File: src/rtl/adder64_rr_scheduler.sv
// Round-robin scheduler sharing one 64-bit Ladner-Fischer adder among NREQ requesters,
// with grant locking and carry chaining for multi-word operations. Optional: ADDSCHED_SUB_EN.

module adder64_lf (
  input  logic [63:0] a,
  input  logic [63:0] b,
  input  logic        cin,
  output logic [63:0] sum,
  output logic        cout
);

  // Parallel-prefix carry network; carry-in is folded into the bit-0 generate term.
  function automatic logic [64:0] lf_add(input logic [63:0] x, input logic [63:0] y,
                                         input logic ci);
    logic [63:0] g;
    logic [63:0] p;
    logic [63:0] p0;
    logic [63:0] c;
    p0   = x ^ y;
    p    = p0;
    g    = x & y;
    g[0] = g[0] | (p[0] & ci);
    for (int k = 0; k < 6; k++) begin
      for (int i = 0; i < 64; i++) begin
        if (((i >> k) & 1) == 1) begin
          g[i] = g[i] | (p[i] & g[((i >> k) << k) - 1]);
          p[i] = p[i] & p[((i >> k) << k) - 1];
        end
      end
    end
    c = {g[62:0], ci};
    return {g[63], p0 ^ c};
  endfunction

  always_comb begin
    {cout, sum} = lf_add(a, b, cin);
  end

endmodule

module adder64_rr_scheduler #(
  parameter int NREQ = 4,
  parameter int IDW  = 2
) (
  input  logic                 clk,
  input  logic                 rst_n,
  input  logic [NREQ-1:0]      req_valid,
  output logic [NREQ-1:0]      req_ready,
  input  logic [NREQ*64-1:0]   req_a,
  input  logic [NREQ*64-1:0]   req_b,
  input  logic [NREQ-1:0]      req_cin,
  input  logic [NREQ-1:0]      req_last,
`ifdef ADDSCHED_SUB_EN
  input  logic [NREQ-1:0]      req_sub,
`endif
  output logic                 res_valid,
  input  logic                 res_ready,
  output logic [63:0]          res_sum,
  output logic                 res_cout,
  output logic [IDW-1:0]       res_id,
  output logic                 res_last
);

  typedef enum logic {IDLE, LOCKED} state_t;

  state_t         state_q, state_d;
  logic [IDW-1:0] lock_id_q, lock_id_d;
  logic [IDW-1:0] ptr_q, ptr_d;
  logic           carry_q, carry_d;
  logic           res_valid_q, res_valid_d;
  logic [63:0]    res_sum_q, res_sum_d;
  logic           res_cout_q, res_cout_d;
  logic [IDW-1:0] res_id_q, res_id_d;
  logic           res_last_q, res_last_d;
`ifdef ADDSCHED_SUB_EN
  logic           sub_q, sub_d;
`endif

  logic           stall;
  logic           grant_found;
  logic [IDW-1:0] grant_id;
  logic           accept;
  logic           first_word;
  logic           sub_eff;
  int             idx;
  logic [63:0]    op_a;
  logic [63:0]    op_b;
  logic           op_cin;
  logic [63:0]    add_sum;
  logic           add_cout;

  assign stall      = res_valid_q & ~res_ready;
  assign first_word = (state_q == IDLE);

  // A locked chain blocks everyone else, even while its owner is idle.
  always_comb begin
    grant_found = 1'b0;
    grant_id    = '0;
    idx         = 0;
    if (state_q == LOCKED) begin
      grant_found = req_valid[lock_id_q];
      grant_id    = lock_id_q;
    end else begin
      for (int off = 0; off < NREQ; off++) begin
        idx = (int'(ptr_q) + off) % NREQ;
        if (!grant_found && req_valid[idx]) begin
          grant_found = 1'b1;
          grant_id    = IDW'(idx);
        end
      end
    end
  end

  assign accept    = grant_found & ~stall & rst_n;
  assign req_ready = accept ? (NREQ'(1) << grant_id) : '0;

  assign op_a = req_a[int'(grant_id)*64 +: 64];

`ifdef ADDSCHED_SUB_EN
  assign sub_eff = first_word ? req_sub[grant_id] : sub_q;
  assign op_b    = sub_eff ? ~req_b[int'(grant_id)*64 +: 64] : req_b[int'(grant_id)*64 +: 64];
  assign op_cin  = first_word ? (sub_eff | req_cin[grant_id]) : carry_q;
`else
  assign sub_eff = 1'b0;
  assign op_b    = req_b[int'(grant_id)*64 +: 64];
  assign op_cin  = first_word ? req_cin[grant_id] : carry_q;
`endif

  adder64_lf u_adder (
    .a    (op_a),
    .b    (op_b),
    .cin  (op_cin),
    .sum  (add_sum),
    .cout (add_cout)
  );

  always_comb begin
    state_d     = state_q;
    lock_id_d   = lock_id_q;
    ptr_d       = ptr_q;
    carry_d     = carry_q;
    res_valid_d = res_valid_q;
    res_sum_d   = res_sum_q;
    res_cout_d  = res_cout_q;
    res_id_d    = res_id_q;
    res_last_d  = res_last_q;
`ifdef ADDSCHED_SUB_EN
    sub_d       = sub_q;
`endif
    if (accept) begin
      carry_d     = add_cout;
      res_valid_d = 1'b1;
      res_sum_d   = add_sum;
      res_cout_d  = add_cout;
      res_id_d    = grant_id;
      res_last_d  = req_last[grant_id];
`ifdef ADDSCHED_SUB_EN
      sub_d       = sub_eff;
`endif
      if (req_last[grant_id]) begin
        state_d = IDLE;
        ptr_d   = IDW'((int'(grant_id) + 1) % NREQ);
      end else begin
        state_d   = LOCKED;
        lock_id_d = grant_id;
      end
    end else if (res_ready) begin
      res_valid_d = 1'b0;
    end
  end

  always_ff @(posedge clk) begin
    if (!rst_n) begin
      state_q     <= IDLE;
      lock_id_q   <= '0;
      ptr_q       <= '0;
      carry_q     <= 1'b0;
      res_valid_q <= 1'b0;
      res_sum_q   <= '0;
      res_cout_q  <= 1'b0;
      res_id_q    <= '0;
      res_last_q  <= 1'b0;
`ifdef ADDSCHED_SUB_EN
      sub_q       <= 1'b0;
`endif
    end else begin
      state_q     <= state_d;
      lock_id_q   <= lock_id_d;
      ptr_q       <= ptr_d;
      carry_q     <= carry_d;
      res_valid_q <= res_valid_d;
      res_sum_q   <= res_sum_d;
      res_cout_q  <= res_cout_d;
      res_id_q    <= res_id_d;
      res_last_q  <= res_last_d;
`ifdef ADDSCHED_SUB_EN
      sub_q       <= sub_d;
`endif
    end
  end

  assign res_valid = res_valid_q;
  assign res_sum   = res_sum_q;
  assign res_cout  = res_cout_q;
  assign res_id    = res_id_q;
  assign res_last  = res_last_q;

endmodule

File: config.mk
export PLATFORM = sky130hd
export DESIGN_NAME = adder64_rr_scheduler
export DESIGN_NICKNAME = d
export VERILOG_FILES = /design/src/rtl/adder64_rr_scheduler.sv
export SDC_FILE = /design/constraint.sdc
export NUM_CORES = 1
export LEC_CHECK = 0
export ABC_AREA = 1
export CORE_AREA = 2 2 234 236
export CTS_CLUSTER_SIZE = 10
export DETAILED_ROUTE_END_ITERATION = 6
export DIE_AREA = 0 0 236 238
export GPL_TIMING_DRIVEN = 0
export PLACE_DENSITY = 0.48
export RECOVER_POWER = 100
export SLEW_MARGIN = 15
export SYNTH_ARGS = -nofsm -noshare
export SYNTH_HDL_FRONTEND = slang
export SYNTH_SLANG_ARGS = --single-unit
File: constraint.sdc
create_clock -name clk -period 5.58 [get_ports clk]
set_input_delay 1.116 -clock clk [delete_from_list [all_inputs] [get_ports clk]]
set_output_delay 1.116 -clock clk [all_outputs]
set_load 0.01 [all_outputs]
# Word-level counts from Yosys, hierarchy flattened
# Cells that the tools add are included.
dict set report totals {
  wordCells 595
  inputBits 527
  regBits 74
  out_inout_bits 73
}
dict set report classes {
  bitwise 527
  n_reduce_logical 12
  muxes 35
  shifts 3
  addsub 4
  n_lt_le_gt_ge 6
}
# operator count
set ops {}
lappend ops {{indexed part select 256 x 9 -> 64 bit} 2}
lappend ops {{AND 1 bit} 325}
lappend ops {{bitwise OR 1 bit} 193}
lappend ops {{XOR 64 bit} 2}
lappend ops {{AND 64 bit} 1}
lappend ops {{two-way mux 1 bit} 22}
lappend ops {{binary-select mux 1 bit (select 2 bit)} 7}
lappend ops {{< comparator 3 x 4 -> 1 bit, second input constant} 3}
lappend ops {{two-way mux 2 bit} 5}
lappend ops {{< comparator 2 x 3 -> 1 bit, second input constant} 3}
lappend ops {{OR reduction 2 bit} 3}
lappend ops {{adder 2 x 1 -> 2 bit, second input constant} 2}
lappend ops {{adder 2 bit, second input constant} 2}
lappend ops {{two-way mux 4 bit} 1}
lappend ops {{AND reduction 2 bit} 2}
lappend ops {{<< shifter 1 x 2 -> 4 bit, first input constant} 1}
lappend ops {{AND 1 bit, first input constant} 3}
lappend ops {{logical AND 1 bit} 3}
lappend ops {{zero test 1 bit} 3}
lappend ops {{inverter 1 bit} 3}
lappend ops {{nonzero test 2 bit} 1}

# Longest topological paths before layout
dict set report logic_depth {
  word_depth 35
  ltp_mapped 36
  depth_no_buf 33
}

# Modules after synthesis
# A second synthesis with hierarchy kept.
dict set report unflattened {
  cells_unflattened 1709
  area_unflattened_um2 10493.8
}
# module n_inst cells_per_inst seq_area_each_um2 area_per_inst_um2
set by_module_without_submodules {}
lappend by_module_without_submodules {adder64_rr_scheduler 1 1008 1481.4 6582.6}
lappend by_module_without_submodules {adder64_lf 1 701 0.0 3911.3}

# Worst setup path after synthesis
# No wires, ideal clock.
dict set report synth_timing {
  path_kind {input to register}
  start {input port req_valid[2]}
  end {register res_sum_q[32] (netlist: res_sum[32])}
  slack_ns 0.647
  arrival_time_ns 4.817
  path_buffers 3
  required_ns 5.464
  stages 32
  setup_ns 0.116
  path_cell_list {inv_1 -> nand2_1 -> nand3_1 -> nand2_1 -> inv_2 -> nand3_2 -> nor2_4 -> nor2_4 -> nand2_4 -> inv_4 -> buf_6 -> buf_2 -> nand2_1 -> nand2_1 -> o2bb2ai_1 -> inv_1 -> fa_1 -> fa_1 -> nand2_1 -> nand2_1 -> nand2_1 -> o21bai_2 -> nand2_1 -> nand2_1 -> nand2_1 -> nand2_1 -> nand2_1 -> nand2_1 -> buf_4 -> fa_1 -> o21ai_0 -> nor2_1}
}
dict set report synth_via {
  elab_chain_len 32
  elab_cells_between_ends 132
  cone_classes {shift: 2; mux: 29; bitwise: 95; reduce/logical: 6}
}
# item line
set synth_lines {}
lappend synth_lines {{start: declaration} 47} ;# input logic [NREQ-1:0] req_valid,
lappend synth_lines {{binary-select mux 1 bit (select 2 bit)} 106} ;# if (!grant_found && req_valid[idx]) begin
lappend synth_lines {{two-way mux 1 bit (implied by the code)} 106}
lappend synth_lines {{two-way mux 1 bit} 106}
lappend synth_lines {{two-way mux 1 bit} 100} ;# if (state_q == LOCKED) begin
lappend synth_lines {{zero test 1 bit} 106}
lappend synth_lines {{logical AND 1 bit} 106}
lappend synth_lines {{two-way mux 1 bit} 106}
lappend synth_lines {{two-way mux 1 bit} 100}
lappend synth_lines {{[3 not listed]} n/a}
lappend synth_lines {{two-way mux 1 bit} 100}
lappend synth_lines {{zero test 1 bit} 106}
lappend synth_lines {{logical AND 1 bit} 106}
lappend synth_lines {{two-way mux 2 bit (*)} 106}
lappend synth_lines {{two-way mux 2 bit (*)} 100}
lappend synth_lines {{branches (longest 15 deep; another with indexed part select 256 x 9 -> 64 bit)} n/a}
lappend synth_lines {{XOR 64 bit (*)} 32} ;# return {g[63], p0 ^ c};
lappend synth_lines {{net add_sum[32]} 89} ;# logic [63:0] add_sum;
lappend synth_lines {{end signal: assignment} 192} ;# res_sum_q <= res_sum_d;
lappend synth_lines {{end: declaration} 71} ;# logic [63:0] res_sum_q, res_sum_d;
# Mark *: on every way through the listed nets, which the timed path passes. The select of a mux whose other input is x is not followed.
# A chain may end at the register's enable or synchronous reset.

# Worst setup path in the final report
dict set report layout_timing {
  start {input port req_valid[3]}
  end {output port req_ready[1]}
}
dict set report layout_via {
  elab_chain_len 19
  elab_cells_between_ends 36
  cone_classes {shift: 1; mux: 27; bitwise: 2; reduce/logical: 6}
}
# item line
set layout_lines {}
lappend layout_lines {{binary-select mux 1 bit (select 2 bit)} 106}
lappend layout_lines {{two-way mux 1 bit (implied by the code)} 106}
lappend layout_lines {{two-way mux 1 bit} 106}
lappend layout_lines {{two-way mux 1 bit} 100}
lappend layout_lines {{zero test 1 bit} 106}
lappend layout_lines {{logical AND 1 bit} 106}
lappend layout_lines {{two-way mux 1 bit} 106}
lappend layout_lines {{two-way mux 1 bit} 100}
lappend layout_lines {{[2 not listed]} n/a}
lappend layout_lines {{two-way mux 1 bit} 106}
lappend layout_lines {{two-way mux 1 bit} 100}
lappend layout_lines {{zero test 1 bit} 106}
lappend layout_lines {{logical AND 1 bit} 106}
lappend layout_lines {{two-way mux 1 bit} 106}
lappend layout_lines {{two-way mux 1 bit} 100}
lappend layout_lines {{AND 1 bit (2 in series)} 114} ;# assign accept = grant_found & ~stall & rst_n;
lappend layout_lines {{two-way mux 4 bit (*)} 115} ;# assign req_ready = accept ? (NREQ'(1) << grant_id) : '0;
lappend layout_lines {{end: declaration} 48} ;# output logic [NREQ-1:0] req_ready,
# Every way passes the cells marked *; elsewhere a longest branch is shown, timed or not. The select of a mux whose other input is x is not followed.

==> impl_metrics.ini <==
[synthesis]
syn_area_mm2 = 0.01118
yosys.cell_types.count = 43
synthMuxAreaShare_pct = 0
seq_area_frac_synth_pct = 13.26
synth_compound_area_share_pct = 24.44
synth-seq-cells = 74
synth_top_area_share_pct = 22.74
synthSimpleGateAreaFrac_pct = 37.99
synth-xor-area-share_pct = 1.019
ys.warnings.count = 0
synthTopCellsByArea = nand2_1, dfxtp_1, inv_1
ys.flop_type = dfxtp_1
synth_top_cell_by_area = nand2_1
ys_async_sr_fraction_pct = 0
synth-edff-count = 0
syn-num-nets = 2605
avgSynthCellArea_um2 = 5.574
synthAdderAreaFrac_pct = 8.643
syn_inst = 2005
synth_top_family_by_area = simple AND/OR/NAND/NOR gates

[sta]
finalMaxSlewViolations = 0
period_minus_slack_ns = 5.227
tns_ns = 0
tightestPinTransition_ns = 0.8723
maxSlewHeadroom_pct = 41.85
grt_setup_unrepaired = no
post-route-period-util_pct = 93.68
hold_viol_final = 0
skew_ns = 0.01199
fmax_mhz = 191.3
setup_violations = 0

[route]
viasPerCell = 4.564
drt-pass1-iter-count = 5
num_vias = 15190
drcViolationCount = 0
wl_um = 64530
drt_iter0_drc = 682
postRouteAntennaNets = 0
wire_per_inst_um = 19.38

[critical_path]
path_cells = dlygate4sd2_1 -> inv_1 -> nand2_1 -> nand3_2 -> nand2_2 -> nor2_4 -> nand3_1 -> nand2_1 -> inv_1 -> nand2_1 -> nand2_4 -> inv_6 -> buf_6 -> clkbuf_1 -> ha_1 -> inv_1 -> nor2_1 -> clkdlybuf4s50_1
critPathKind = input pin to output port
rr_worst_depth = 27
required_ns = 4.46
worst-path-max-fanout = 11
arrival_ns = 4.11
cp-start-kind = input pin
cp-end-kind = output port
slowest_delay_ns = 0.55
cp_slowest_cell = clkdlybuf4s50_1

[clock_tree]
insertion_delay_ns = 0.35
cts_made_buffers = 9
cts.htree.levels = 3
cts-root-buf = clkbuf_16
numClockSinks = 74
cts_tree = done
clk_pin_slew_ns = 0.07
hold_buffers = 0
cts_max_path_buffers = 2

[cells_and_area]
fillers = 5886
layout.nets = 3228
multi_input_area_mm2 = 0.008197
drive_above_1_share_pct = 7.064
layout_common_cells = nand2_1, clkdlybuf4s50_1, inv_1
seqCellArea_mm2 = 0.001481
n_antenna_cell = 0
area.growth.synth_to_final_pct = 67.60
mostFrequentLayoutCell = nand2_1

[placement]
gp_congestion = 0.8895
io_buffers = 599
hpwl_um = 53820

[global_routing]
grt_first_pass_wirelength_um = 93320
grt_max_degree = 13
busiest_layer = met2
grt-ovfl-total = 0
grt_use_met3_pct = 4.118
grt_pass1_vias = 15430
antenna_found_initial = 0
grt_use_met2_pct = 40.59
track_usage_pct = 22.12
grt_use_met1_pct = 26.64

[floorplan]
fp.dieArea_mm2 = 0.05617
die_x_um = 236
pin_count = 600
core_area_mm2 = 0.05350
die_h_um = 238
rows = 85
initial_core_util_pct = 20.89

[worst_hold_path]
hp-class = flip-flop to flip-flop
holdPathStages = 2

[run_status]
status = complete, no violations

[job]
maxCapViolCount = 0
-- synthesized netlist by cell type, types with 10 or more instances --
master	instances
o2bb2ai_1	90
a21oi_1	170
o21ai_0	86
dfxtp_1	74
o22ai_1	32
or2_0	25
buf_2	62
buf_6	25
nand3_1	124
inv_1	237
nand2_1	677
nor2_1	174
a21oi_2	10
o21ai_1	24
nor3_1	13
clkbuf_1	20
ha_1	66
-- flip-flops by register name, indices dropped and copies added (netlist names) --
signal and cells:
lock_id_q 2, ptr_q 2, res_cout 1, res_id 2, res_last 1, res_sum 64, res_valid 1, state_q 1
-- metrics by stage --
step | hold slack, ns | std cells | utilization [%] | cell area, um2 | setup WS, ns
2_1_floorplan | 0.4702 | 2005 | - | 11180 | 0.6468
4_1_cts | 0.4718 | 3316 | 34.63 | 18530 | 0.004922
3_5_place_dp | 0.4615 | 3300 | 33.73 | 18040 | -1.448
6_report | 0.4656 | 3329 | 35.01 | 18730 | 0.3525
3_3_place_gp | 0.4591 | 3300 | 33.73 | 18040 | -1.410
5_1_grt | 0.4824 | 3329 | 35.01 | 18730 | 0.003627
-- cell families (layout without fill, tap and decap cells) --
family,Yosys count,in the layout
compound gates,446,446
xor+xnor,13,13
simple gates,1041,1041
flops,74,74
buf+inv,358,986
fa+ha+maj,73,73
-- path summary, 6_finish.rpt --
| check | from | to | slack, ns |
|---|---|---|---|
| worst max-delay path | req_valid[3] | req_ready[1] | 0.35 |
| worst min register to register | res_sum[40] | res_sum[40] | 0.47 |
| worst max register to register | ptr_q[1] | res_sum[32] | 0.88 |
| worst min-delay path | res_sum[40] | res_sum[40] | 0.47 |
-- layout make-up --
type | count | area share, %
Buffer | 114 | 4.315
Clock buffer | 12 | 1.369
Clock inverter | 4 | 0.5210
Inverter | 243 | 4.923
Multi-Input combinational cell | 1573 | 43.76
Sequential cell | 74 | 7.909
Tap cell | 696 | 4.649
Timing Repair Buffer | 613 | 32.55
-- critical path, delay by kind of cell --
kind / cells / cell delay, ns
fa+ha+maj: 1 / 0.24
simple gates: 9 / 0.86
buf+inv: 8 / 1.85
-- repair_timing --
item / 4_1_cts / 5_1_grt
buffers inserted: 0 / 14
pin swaps: 2 / 7
resized for setup: 41 / 40
endpoints found under the setup margin: 51 / 37
-- routing by layer --
metal | wire (um) | share of wire, %
met4 | 1388 | 2.2
met2 | 32080 | 50
met5 | 0 | 0
met1 | 27720 | 43
met3 | 3343 | 5.2
Power is left out: the tool's default activity adds up to more than one toggle a clock period on the data nets, which glitch-free logic cannot reach.
